--- config.mk ---
export PLATFORM = sky130hd
export DESIGN_NAME = mux_rr_arbiter
export DESIGN_NICKNAME = d
export VERILOG_FILES = /design/src/rtl/arb_pkg.sv /design/src/rtl/rr_pick.sv /design/src/rtl/mux_rr_arbiter.sv
export SDC_FILE = /design/constraint.sdc
export NUM_CORES = 1
export LEC_CHECK = 0
export CAP_MARGIN = 20
export CELL_PAD_IN_SITES_DETAIL_PLACEMENT = 0
export CELL_PAD_IN_SITES_GLOBAL_PLACEMENT = 1
export CORE_UTILIZATION = 46
export DETAILED_ROUTE_END_ITERATION = 12
export DONT_BUFFER_PORTS = 1
export PLACE_DENSITY_LB_ADDON = 0.1
export SYNTH_ARGS = -nofsm -noshare
export SYNTH_HDL_FRONTEND = slang
export SYNTH_SLANG_ARGS = --single-unit
--- constraint.sdc ---
create_clock -name clk -period 5 [get_ports clk]
set_clock_uncertainty 0.05 [all_clocks]
set_input_delay 0.5 -clock clk [delete_from_list [all_inputs] [get_ports clk]]
set_output_delay 0.5 -clock clk [all_outputs]
set_load 0.01 [all_outputs]
--- src/rtl/arb_pkg.sv ---
// Shared types and helpers for the round-robin mux arbiter.
// Requester count, select width, FSM states and index conversions.
package arb_pkg;

    localparam int NUM_REQ = 4;
    localparam int SEL_W   = 2;

    typedef enum logic {
        IDLE  = 1'b0,
        GRANT = 1'b1
    } arb_state_t;

    function automatic logic [SEL_W-1:0] onehot_to_idx(
        input logic [NUM_REQ-1:0] oh
    );
        logic [SEL_W-1:0] idx;
        idx = '0;
        for (int i = 0; i < NUM_REQ; i++) begin
            if (oh[i]) begin
                idx = idx | SEL_W'(i);
            end
        end
        return idx;
    endfunction

    function automatic logic [NUM_REQ-1:0] idx_to_onehot(
        input logic [SEL_W-1:0] idx
    );
        return NUM_REQ'(1) << idx;
    endfunction

endpackage

--- src/rtl/rr_pick.sv ---
// Rotating-priority picker: first set request at or after ptr.
// Purely combinational; idx is only meaningful when any is high.
module rr_pick
    import arb_pkg::*;
(
    input  logic [NUM_REQ-1:0] req,
    input  logic [SEL_W-1:0]   ptr,
    output logic               any,
    output logic [SEL_W-1:0]   idx
);

    logic [2*NUM_REQ-1:0] dbl;
    logic [NUM_REQ-1:0]   rot;
    logic [SEL_W-1:0]     off;

    // Rotate so bit 0 of rot is the requester at ptr.
    always_comb begin
        dbl = {req, req};
        rot = dbl[ptr +: NUM_REQ];
        off = '0;
        for (int i = NUM_REQ - 1; i >= 0; i--) begin
            if (rot[i]) begin
                off = SEL_W'(i);
            end
        end
        any = |req;
        idx = ptr + off;
    end

endmodule

--- src/rtl/mux_rr_arbiter.sv ---
// Round-robin arbiter sharing one 4:1 data mux among four requesters,
// with a per-grant cap of MAX_HOLD accepted transfers.
module mux_rr_arbiter
    import arb_pkg::*;
#(
    parameter int WIDTH    = 8,
    parameter int MAX_HOLD = 4
) (
    input  logic             clk,
    input  logic             rst_n,
    input  logic [3:0]       req,
    input  logic [WIDTH-1:0] in0,
    input  logic [WIDTH-1:0] in1,
    input  logic [WIDTH-1:0] in2,
    input  logic [WIDTH-1:0] in3,
    input  logic             out_ready,
    output logic             out_valid,
    output logic [WIDTH-1:0] out_data,
    output logic [3:0]       grant,
    output logic             address0,
    output logic             address1,
    output logic             busy
);

    localparam int CNT_W = $clog2(MAX_HOLD) + 1;

    arb_state_t         state_q, state_d;
    logic [NUM_REQ-1:0] grant_q, grant_d;
    logic [SEL_W-1:0]   sel_q, sel_d;
    logic [SEL_W-1:0]   ptr_q, ptr_d;
    logic [CNT_W-1:0]   cnt_q, cnt_d;

    logic             busy_w;
    logic             valid_w;
    logic             xfer;
    logic             last_xfer;
    logic             release_w;
    logic [SEL_W-1:0] pick_ptr;
    logic [SEL_W-1:0] pick_idx;
    logic             pick_any;
    logic [WIDTH-1:0] mux_data;

    assign busy_w    = (state_q == GRANT);
    assign valid_w   = busy_w & req[sel_q];
    assign xfer      = valid_w & out_ready;
    assign last_xfer = xfer & (cnt_q == CNT_W'(MAX_HOLD - 1));
    assign release_w = busy_w & (~req[sel_q] | last_xfer);

    // On release the pointer moves past sel before re-arbitration.
    assign pick_ptr = busy_w ? (sel_q + SEL_W'(1)) : ptr_q;

    rr_pick u_pick (
        .req (req),
        .ptr (pick_ptr),
        .any (pick_any),
        .idx (pick_idx)
    );

    always_comb begin
        mux_data = '0;
        for (int b = 0; b < WIDTH; b++) begin
            unique case (sel_q)
                2'd0: mux_data[b] = in0[b];
                2'd1: mux_data[b] = in1[b];
                2'd2: mux_data[b] = in2[b];
                2'd3: mux_data[b] = in3[b];
            endcase
        end
    end

    always_comb begin
        state_d = state_q;
        grant_d = grant_q;
        sel_d   = sel_q;
        ptr_d   = ptr_q;
        cnt_d   = cnt_q;
        unique case (state_q)
            IDLE: begin
                if (pick_any) begin
                    state_d = GRANT;
                    grant_d = idx_to_onehot(pick_idx);
                    sel_d   = pick_idx;
                    cnt_d   = '0;
                end
            end
            GRANT: begin
                if (release_w) begin
                    ptr_d = pick_ptr;
                    cnt_d = '0;
                    if (pick_any) begin
                        grant_d = idx_to_onehot(pick_idx);
                        sel_d   = pick_idx;
                    end else begin
                        state_d = IDLE;
                        grant_d = '0;
                    end
                end else if (xfer) begin
                    cnt_d = cnt_q + CNT_W'(1);
                end
            end
        endcase
    end

    always_ff @(posedge clk or negedge rst_n) begin
        if (!rst_n) begin
            state_q <= IDLE;
            grant_q <= '0;
            sel_q   <= '0;
            ptr_q   <= '0;
            cnt_q   <= '0;
        end else begin
            state_q <= state_d;
            grant_q <= grant_d;
            sel_q   <= sel_d;
            ptr_q   <= ptr_d;
            cnt_q   <= cnt_d;
        end
    end

    assign busy      = busy_w;
    assign grant     = grant_q;
    assign address0  = sel_q[0];
    assign address1  = sel_q[1];
    assign out_valid = valid_w;
    assign out_data  = valid_w ? mux_data : '0;

endmodule
==> summary.md, run 1 <==
| Metric | Value |
|---|---|
| Run status | `complete, no violations` |
| Switching power | `0.366 mW` |
| Proportion of power drawn by the clock network | `0.079` |
| Internal portion of total power | `0.372 mW` |
| Fraction of registers with async set or reset after synthesis | `1.00` |
| Synth top area cells | `dfrtp_1 27%, ha_1 7.9%, a222oi_1 7.2%, nor2_1 7.1%, a21oi_1 6.3%` |
| Buffer depth of the longest clock path | `2` |
| Starting Density | `0.495` |
| Switching share of total power | `0.496` |
| Critical Path Slowest Stage Cell | `dfrtp_1` |
| Placement row count | `17` |
| Combinational Power Share | `0.672` |
| Type of the worst setup path | `register to register` |
| Routability congestion estimate | `0.789` |
| Largest fanout of any net on the critical path | `8` |
| Clock sink count | `12` |
| Post-synthesis instance area | `1110 um2` |
| Routed length per instance | `17.0 um` |
| Data required time of the critical path | `5130 ps` |
| Portion of total power attributed to sequential cells | `0.249` |
| Final period demand of the worst path | `2800 ps` |
| Buffer type at the clock tree root | `clkbuf_4` |
| Final setup violation count | `0` |
| Cell breakdown of the critical path | `inv_2 > ha_1 > mux2i_1 > o21ai_0 > a21oi_1 > nor3_1 > a31oi_1 > ha_1 > and3b_4 > o41ai_2` |
| Iteration-0 DRC Markers | `33` |
| Count of state elements after synthesis | `12` |
| Post-DP HPWL | `2170 um` |
| Initial antenna violation count | `0` |
| Post-CTS clock slew at the launch and capture registers of the worst setup and hold paths | `70 ps` |
| Insertion delay of the later-clocked pin in the worst-skew pair | `280 ps` |
| Crit path largest cell delay | `530 ps` |
| Number of cells produced by synthesis | `137` |
| Kind of start point of the critical path | `register` |
| Ys Warns | `0` |
| Routed vias/inst | `6.52` |
| Reported leakage power | `0.490 nW` |
| Maximum number of pins on one net before global-route repair | `17` |
| Fin crit share | `0.560` |
| Max-capacitance violation count | `0` |
| EDFF count, synth | `0` |
| Overall Global Routing Usage | `0.241` |
| Mapped Avg Cell Area | `8.07 um2` |
| Synthesized net count | `183` |
| Area of the die | `2600 um2` |
| Min Hold Slack | `335 ps` |
| Detailed-route DRC error count | `0` |
| Routed Antenna Nets | `0` |
| Remaining global-route overflow | `0` |
| VDD IR-drop max | `305 uV` |
| Final TNS setup | `0 ps` |
| Worst-case headroom to the max-slew limit | `0.645` |
| Pins over their slew limit | `0` |
| Endpoint arrival time on the critical path | `2930 ps` |
| Growth of design area from synthesis to finish | `3.05%` |
| Total power | `0.738 mW` |
| Number of global-route vias before repair | `1013` |
| Final wirelength | `2760 um` |
| Global-route wire length before repair | `4690 um` |
| Setup repair after global routing missed its margin | `no` |
| Clock tree from TritonCTS | `yes` |
| Primary flip-flop cell chosen by synthesis mapping | `dfrtp_1` |
| Share of synthesized area occupied by flip-flops and latches | `0.271` |
| Post-cts repair resize count | `0` |
| Pwr Density | `647 nW/um2` |
| Std-Cell Core Area | `2230 um2` |
| Clock buffer count from CTS | `3` |
| Worst Path Buf+Inv | `1` |
| Count of nets after finishing | `182` |
| Routed vias | `1057` |
| Port Buffer Count | `0` |
| Tightest Hold Check Type | `input pin to register` |
| Final Hold Violating Endpoints | `0` |
| ANT cells | `0` |
| CTS H-tree lvls | `1` |
| Library cell with the largest summed area after synthesis | `dfrtp_1` |
| Number of top-level design ports | `55` |
| Tightest Pin Transition | `528 ps` |
| Length of the first detailed-routing pass in iterations | `5` |
| Achievable clock frequency | `357 MHz` |
| Die width | `51.0 um` |
| Fraction of layout cells with a size suffix above 1 | `0.0970` |
| Critical path endpoint category | `register` |
| Vertical die dimension | `51.0 um` |
| Count of different cell masters after synthesis | `37` |
| Most common cell type on the critical path | `ha_1` |
| Crit-path leading delay family | `compound AO/OA/AOI/OAI gates` |
| Fraction of post-synthesis cell area in the top cell type by area | `0.271` |
synthesized netlist by cell type, drive strengths merged, types with 2 or more instances:
| cell | n |
|---|---|
| a21oi | 14 |
| a222oi | 8 |
| a31oi | 3 |
| clkbuf | 6 |
| dfrtp | 12 |
| ha | 7 |
| inv | 9 |
| mux2 | 2 |
| mux4 | 2 |
| nand2 | 16 |
| nand3 | 3 |
| nor2 | 21 |
| nor3 | 2 |
| o21ai | 7 |
| o21bai | 2 |
| o31ai | 3 |
| o32ai | 2 |
| or2 | 2 |
kinds of logic (layout without fill, tap and decap cells):
| family | after synthesis | in the layout | synth area share |
|---|---|---|---|
| muxes | 5 | 5 | 0.0735 |
| adders and majority gates | 7 | 7 | 0.0792 |
| AOI/OAI and AO/OA | 46 | 46 | 0.305 |
| and+or+nand+nor | 51 | 51 | 0.209 |
| DFF | 12 | 12 | 0.271 |
| buffers and inverters | 16 | 13 | 0.0611 |
stage by stage:
step / instances / cell area (um2) / util / setup slack (ps)
after floorplan: 137 / 1110 / - / 2500
after global placement: 158 / 1110 / 0.496 / 2300
after detailed placement: 158 / 1110 / 0.496 / 2210
after CTS: 162 / 1140 / 0.510 / 2190
after global routing: 162 / 1140 / 0.510 / 1780
final: 162 / 1140 / 0.510 / 2200
cells in the final DEF (no fill, tap or decap), drive strengths merged, types with 3 or more instances in the layout:
cell type and n:
a222oi 8, nand2 16, a21oi 14, o31ai 3
o21ai 7, dfrtp 12, inv 9, nand3 3
nor2 21, a31oi 3, clkbuf 3, ha 7
state kept, by name, summed over array words and instances (netlist names):
name	cells
busy	1
cnt_q	3
grant	4
sel_q	2
ptr_q	2
area by class of cell:
| type | count | area (um2) |
|---|---|---|
| Clock buffer | 3 | 22.5 |
| Fill cell | 216 | 1090 |
| Inverter | 9 | 33.8 |
| Multi-Input combinational cell | 109 | 738 |
| Sequential cell | 12 | 300 |
| Tap cell | 28 | 35.0 |
| Timing Repair Buffer | 1 | 10.0 |
final timing paths:
kind	start	endpoint	slack, ps	cells after the start
setup / recovery	sel_q[0]	grant[0]	2200	10
hold / removal	req[3]	busy	330	2
setup reg to reg	sel_q[0]	grant[0]	2200	10
hold reg to reg	cnt_q[1]	cnt_q[1]	450	2
max in group asynchronous	rst_n	cnt_q[2]	3960	1
min in group asynchronous	rst_n	grant[1]	580	1
power by group through the flow:
stage	clock (mW)	combinational [mW]	sequential, mW
after CTS	0.0600	0.498	0.184
after global placement	0	0.487	0.183
after detailed placement	0	0.492	0.186
after floorplan	0	0.417	0.174
after global routing	0.0641	0.566	0.190
final	0.0585	0.496	0.183
timing repair:
| action | CTS | global route |
|---|---|---|
| hold endpoints to repair | 12 | 0 |
| setup buffers | 0 | 0 |
| hold buffers | 1 | 0 |
| endpoints found under the setup margin | 0 | 0 |
routing by layer:
layer | up-vias | wire, um | track usage
met4 | 0 | 27 | 0.102
met5 | - | 0 | 0
li1 | 510 | - | -
met3 | 4 | 150 | 0.0268
met1 | 505 | 1300 | 0.343
met2 | 38 | 1280 | 0.366
Note: power is estimated with default switching activity, not from simulation.
==> inputs of run 2 (changes only) <==
- CORE_UTILIZATION: 46 -> 43
- clock period: 5 -> 2.7 ns (I/O delays scaled with it)
==> run 2 against run 1 <==
Maximum frequency is 17% higher. Clock power is 150% higher. Global-route usage is 3.1 points lower. Sequential power increased by 67%. Critical path type unchanged. Total power up 97%. Critical endpoint is now grant[1].
==> summary.md, run 2 (synthesis results as in run 1) <==
| Metric | Value |
|---|---|
| Worst-case headroom to the max-slew limit | `0.589` |
| Reported leakage power | `0.512 nW` |
| Achievable clock frequency | `419 MHz` |
| Pins over their slew limit | `0` |
| Vertical die dimension | `52.7 um` |
| Placement row count | `18` |
| Most common cell type on the critical path | `ha_1` |
| Setup ws final | `314 ps` |
| Critical path endpoint category | `register` |
| Number of top-level design ports | `55` |
| CTS H-tree lvls | `1` |
| Setup repair after global routing missed its margin | `no` |
| Busiest metal layer after global routing | `met2` |
| Tightest Hold Check Type | `input pin to register` |
| Max FFs per register | `4` |
| Endpoint arrival time on the critical path | `2490 ps` |
| Final Hold Violating Endpoints | `0` |
| GRT met1 Usage | `0.303` |
| Final period demand of the worst path | `2390 ps` |
| Remaining global-route overflow | `0` |
| Insertion delay of the later-clocked pin in the worst-skew pair | `280 ps` |
| Overall Global Routing Usage | `0.209` |
| Global-route wire length before repair | `4330 um` |
| ANT cells | `0` |
| Run status | `complete, no violations` |
| Post-CTS clock slew at the launch and capture registers of the worst setup and hold paths | `80 ps` |
| Crit path largest cell delay | `360 ps` |
| Post-place setup slack | `338 ps` |
| Fin crit share | `0.884` |
| Routed Antenna Nets | `0` |
| Pwr Density | `1230 nW/um2` |
| Final TNS setup | `0 ps` |
| Tightest Pin Transition | `611 ps` |
| GR Util met2 | `0.323` |
| Clock buffer count from CTS | `3` |
| Clock sink count | `12` |
| Largest fanout of any net on the critical path | `6` |
| Growth of design area from synthesis to finish | `6.56%` |
| Buffer depth of the longest clock path | `2` |
| Cell breakdown of the critical path | `inv_2 > ha_1 > mux2_2 > a21oi_1 > o21bai_1 > a31oi_1 > ha_1 > a21boi_0 > o31ai_1` |
| Routability congestion estimate | `0.797` |
| Most frequent standard cell in the layout excluding fill and tap cells | `nor2_1` |
| Die width | `52.7 um` |
| Count of nets after finishing | `185` |
| Starting Density | `0.451` |
| Post-DP HPWL | `2110 um` |
| Kind of start point of the critical path | `register` |
| Final wirelength | `2680 um` |
| Met3 track demand over resource in global routing | `0.0261` |
| Critical Path Slowest Stage Cell | `dfrtp_1` |
| Iteration-0 DRC Markers | `62` |
| Post-CTS setup-driven buffer insertion count | `0` |
| Type of the worst setup path | `register to register` |
| Routed length per instance | `15.9 um` |
| Buffer type at the clock tree root | `clkbuf_4` |
| Maximum number of pins on one net before global-route repair | `17` |
| Final setup violation count | `0` |
| Max-capacitance violation count | `0` |
| Length of the first detailed-routing pass in iterations | `5` |
| Commonest cells after routing, fill and taps aside | `21 x nor2_1, 16 x nand2_1, 14 x a21oi_1` |
| Std-Cell Core Area | `2450 um2` |
| Area of the die | `2780 um2` |
| Data required time of the critical path | `2800 ps` |
| Initial antenna violation count | `0` |
| Number of global-route vias before repair | `950` |
| Routed vias/inst | `6.33` |
| VDD IR-drop max | `574 uV` |
| Fraction of layout cells with a size suffix above 1 | `0.123` |
| Routed vias | `1064` |
| Clock tree from TritonCTS | `yes` |
| Detailed-route DRC error count | `0` |
| Port Buffer Count | `0` |
==> run 2: cell count changes in the layout (fill, tap and decap cells not counted), sizes merged <==
cell    before  now
buf          0    3
clkbuf       3    4
==> run 2: worst paths after layout <==
path	cells after the start	endpoint	slack [ps]	from
max reg2reg	9	grant[1]	310	sel_q[0]
max	9	grant[1]	310	sel_q[0]
min in group asynchronous	1	ptr_q[0]	360	rst_n
min	2	busy	110	req[3]
min reg2reg	2	cnt_q[1]	440	cnt_q[1]
max in group asynchronous	1	busy	1870	rst_n
==> run 2: routing by layer <==
metal	up-vias	share of wire
met5	-	0
met3	2	0.077
met2	53	0.44
met4	0	0.0082
li1	520	-
met1	489	0.47
==> run 2: worst max-delay path: cells and delay by family (launching register included) <==
kind / cells / cell delay, ps
DFF: 1 / 360
muxes: 1 / 300
AOI/OAI and AO/OA: 5 / 900
adders and majority gates: 2 / 600
buffers and inverters: 1 / 60
==> run 2: stage by stage <==
stage	utilization	power, mW	cell area (um2)	hold WS [ps]	std cells
finish	0.480	1.45	1180	112	168
global route	0.480	1.61	1180	115	168
CTS	0.480	1.46	1180	103	168
floorplan	-	1.09	1110	-75.6	137
detailed placement	0.461	1.31	1130	-75.5	163
global placement	0.461	1.30	1130	-75.4	163
==> run 2: area by class of cell <==
| type | count | area (um2) |
|---|---|---|
| multi-input cells | 109 | 738 |
| repair buffers | 4 | 32.5 |
| flip-flops and latches | 12 | 300 |
| inverters | 9 | 33.8 |
| well taps | 30 | 37.5 |
| clock buffers | 4 | 36.3 |
| fillers | 263 | 1280 |
==> run 2: timing repair <==
item                                    CTS  global route
hold endpoints to repair                 12             0
hold buffers                              1             0
endpoints found under the setup margin    0             0
gates resized for setup                   0             0
==> run 2: power by group <==
| part | total (mW) | switching (mW) | internal [mW] | leakage [nW] |
|---|---|---|---|---|
| Sequential | 0.305 | 0.0545 | 0.250 | 0.148 |
| Clock | 0.144 | 0.0617 | 0.0822 | 0.0210 |
| Combinational | 1.01 | 0.582 | 0.424 | 0.342 |
| Total | 1.45 | 0.698 | 0.757 | 0.512 |
==> inputs of run 3 (changes only) <==
- CORE_UTILIZATION: 43 -> 46
- clock period: 2.7 -> 2.93 ns (I/O delays scaled with it)
==> run 3 against run 2 <==
Non-clock buffer count fell by 1. Global-route usage grew 2.4 points. Cell area is 2.0% lower. Sequential cell count is the same. Die area shrank 6.3%. Cell count down 2.4%. Combinational power fell by 11%. Register-to-register slack improved by 20 ps. Largest power group unchanged.
==> summary.md, run 3 (synthesis results as in run 1) <==
| Metric | Value |
|---|---|
| Post-DP HPWL | `2190 um` |
| Most common cell type on the critical path | `ha_1` |
| Clock sink count | `12` |
| Port Buffer Count | `0` |
| Starting Density | `0.495` |
| Total placed instance area | `1120 um2` |
| Reported leakage power | `0.500 nW` |
| Setup ws final | `338 ps` |
| Buffer type at the clock tree root | `clkbuf_4` |
| Run status | `complete, no violations` |
| Insertion delay of the later-clocked pin in the worst-skew pair | `270 ps` |
| Std-Cell Core Area | `2230 um2` |
| Fin crit share | `0.885` |
| Critical path endpoint category | `register` |
| Critical Path Slowest Stage Cell | `dfrtp_1` |
| Final cell utilization of the core | `0.517` |
| Die width | `51.0 um` |
| Post-Layout Inst Area | `1150 um2` |
| Combinational Power Share | `0.693` |
| Buffer depth of the longest clock path | `2` |
| Kind of start point of the critical path | `register` |
| Worst Path Buf+Inv | `1` |
| Count of nets after finishing | `184` |
| Total power | `1.30 mW` |
| Detailed-route DRC error count | `0` |
| Routed Antenna Nets | `0` |
| Final wirelength | `2760 um` |
| Max FFs per register | `4` |
| Area of the die | `2600 um2` |
| Vertical die dimension | `51.0 um` |
| Final setup violation count | `0` |
| Post-place setup slack | `357 ps` |
| CTS H-tree lvls | `1` |
| Number of top-level design ports | `55` |
| Type of the worst setup path | `register to register` |
| Crit path largest cell delay | `540 ps` |
| Fraction of layout cells with a size suffix above 1 | `0.110` |
| Cell breakdown of the critical path | `inv_2 > ha_1 > mux2_2 > a21oi_1 > o21bai_1 > a31oi_1 > ha_1 > and3b_4 > o41ai_2` |
| Tightest Hold Check Type | `input pin to register` |
| Data required time of the critical path | `3050 ps` |
| Post-CTS setup-driven buffer insertion count | `0` |
| Sequential cell area in the final layout | `300 um2` |
| Achievable clock frequency | `386 MHz` |
| Internal portion of total power | `0.660 mW` |
| Growth of design area from synthesis to finish | `4.41%` |
| Pwr Density | `1120 nW/um2` |
| Final Hold Violating Endpoints | `0` |
| Switching share of total power | `0.490` |
| Pins over their slew limit | `0` |
| Routed vias/inst | `6.37` |
| Number of global-route vias before repair | `1015` |
| Iteration-0 DRC Markers | `63` |
| Number of placed cells counting well taps | `160` |
| Number of fill cells in the layout | `224` |
| Clock buffer count from CTS | `3` |
| Min Hold Slack | `134 ps` |
| Length of the first detailed-routing pass in iterations | `4` |
| Initial antenna violation count | `0` |
| Crit-path leading delay family | `compound AO/OA/AOI/OAI gates` |
| Routed length per instance | `16.8 um` |
| Routed vias | `1045` |
| Tightest Pin Transition | `563 ps` |
| Setup repair after global routing missed its margin | `no` |
| Commonest cells after routing, fill and taps aside | `21 x nor2_1, 16 x nand2_1, 14 x a21oi_1` |
| ANT cells | `0` |
| Maximum number of pins on one net before global-route repair | `17` |
| Final period demand of the worst path | `2590 ps` |
| Post-CTS clock slew at the launch and capture registers of the worst setup and hold paths | `70 ps` |
| Remaining global-route overflow | `0` |
| Routability congestion estimate | `0.785` |
| Final TNS setup | `0 ps` |
| Global-route wire length before repair | `4550 um` |
| Largest fanout of any net on the critical path | `8` |
| VDD IR-drop max | `521 uV` |
| Switching power | `0.635 mW` |
| Overall Global Routing Usage | `0.233` |
| Most frequent standard cell in the layout excluding fill and tap cells | `nor2_1` |
| Proportion of power drawn by the clock network | `0.077` |
| Multi-input combinational cell area | `738 um2` |
| Post-Layout Cell Count | `164` |
| Placement row count | `17` |
| Portion of total power attributed to sequential cells | `0.230` |
| Worst-case headroom to the max-slew limit | `0.624` |
| Clock tree from TritonCTS | `yes` |
| Max-capacitance violation count | `0` |
| Endpoint arrival time on the critical path | `2710 ps` |
==> run 3: changes by cell type in the layout (fill, tap and decap cells not counted), sizes merged <==
cell    change
buf         -1
clkbuf      -1
==> run 3: cell type report <==
cell class,instances,area share
Timing Repair Buffer,3,0.0217
Multi-Input combinational cell,109,0.639
Inverter,9,0.0293
Sequential cell,12,0.260
Tap cell,28,0.0303
Clock buffer,3,0.0195
==> run 3: final timing paths <==
check / startpoint / end / slack (ps) / cells after the start
max: sel_q[0] / grant[0] / 340 / 9
min: req[3] / busy / 130 / 2
max reg2reg: sel_q[0] / grant[0] / 340 / 9
min reg2reg: cnt_q[1] / cnt_q[1] / 440 / 2
max in group asynchronous: rst_n / sel_q[0] / 2060 / 1
min in group asynchronous: rst_n / grant[2] / 400 / 1
==> run 3: layer usage <==
| layer | up-vias | routed length, um | GRT usage |
|---|---|---|---|
| met5 | - | 0 | 0 |
| li1 | 509 | - | - |
| met2 | 43 | 1250 | 0.375 |
| met4 | 0 | 52 | 0.0926 |
| met3 | 9 | 202 | 0.0417 |
| met1 | 484 | 1250 | 0.308 |
==> run 3: what timing repair did <==
action / in CTS / in global routing
setup endpoints to repair: 0 / 0
resized for setup: 0 / 0
hold buffers: 1 / 0
endpoints found under the hold margin: 12 / 0
==> run 3: power by group through the flow <==
stage               combinational, mW  sequential (mW)  clock (mW)
finish                          0.897            0.298       0.100
global route                     1.01            0.306       0.107
CTS                             0.899            0.299       0.102
detailed placement              0.892            0.302           0
global placement                0.874            0.299           0
floorplan                       0.711            0.297           0
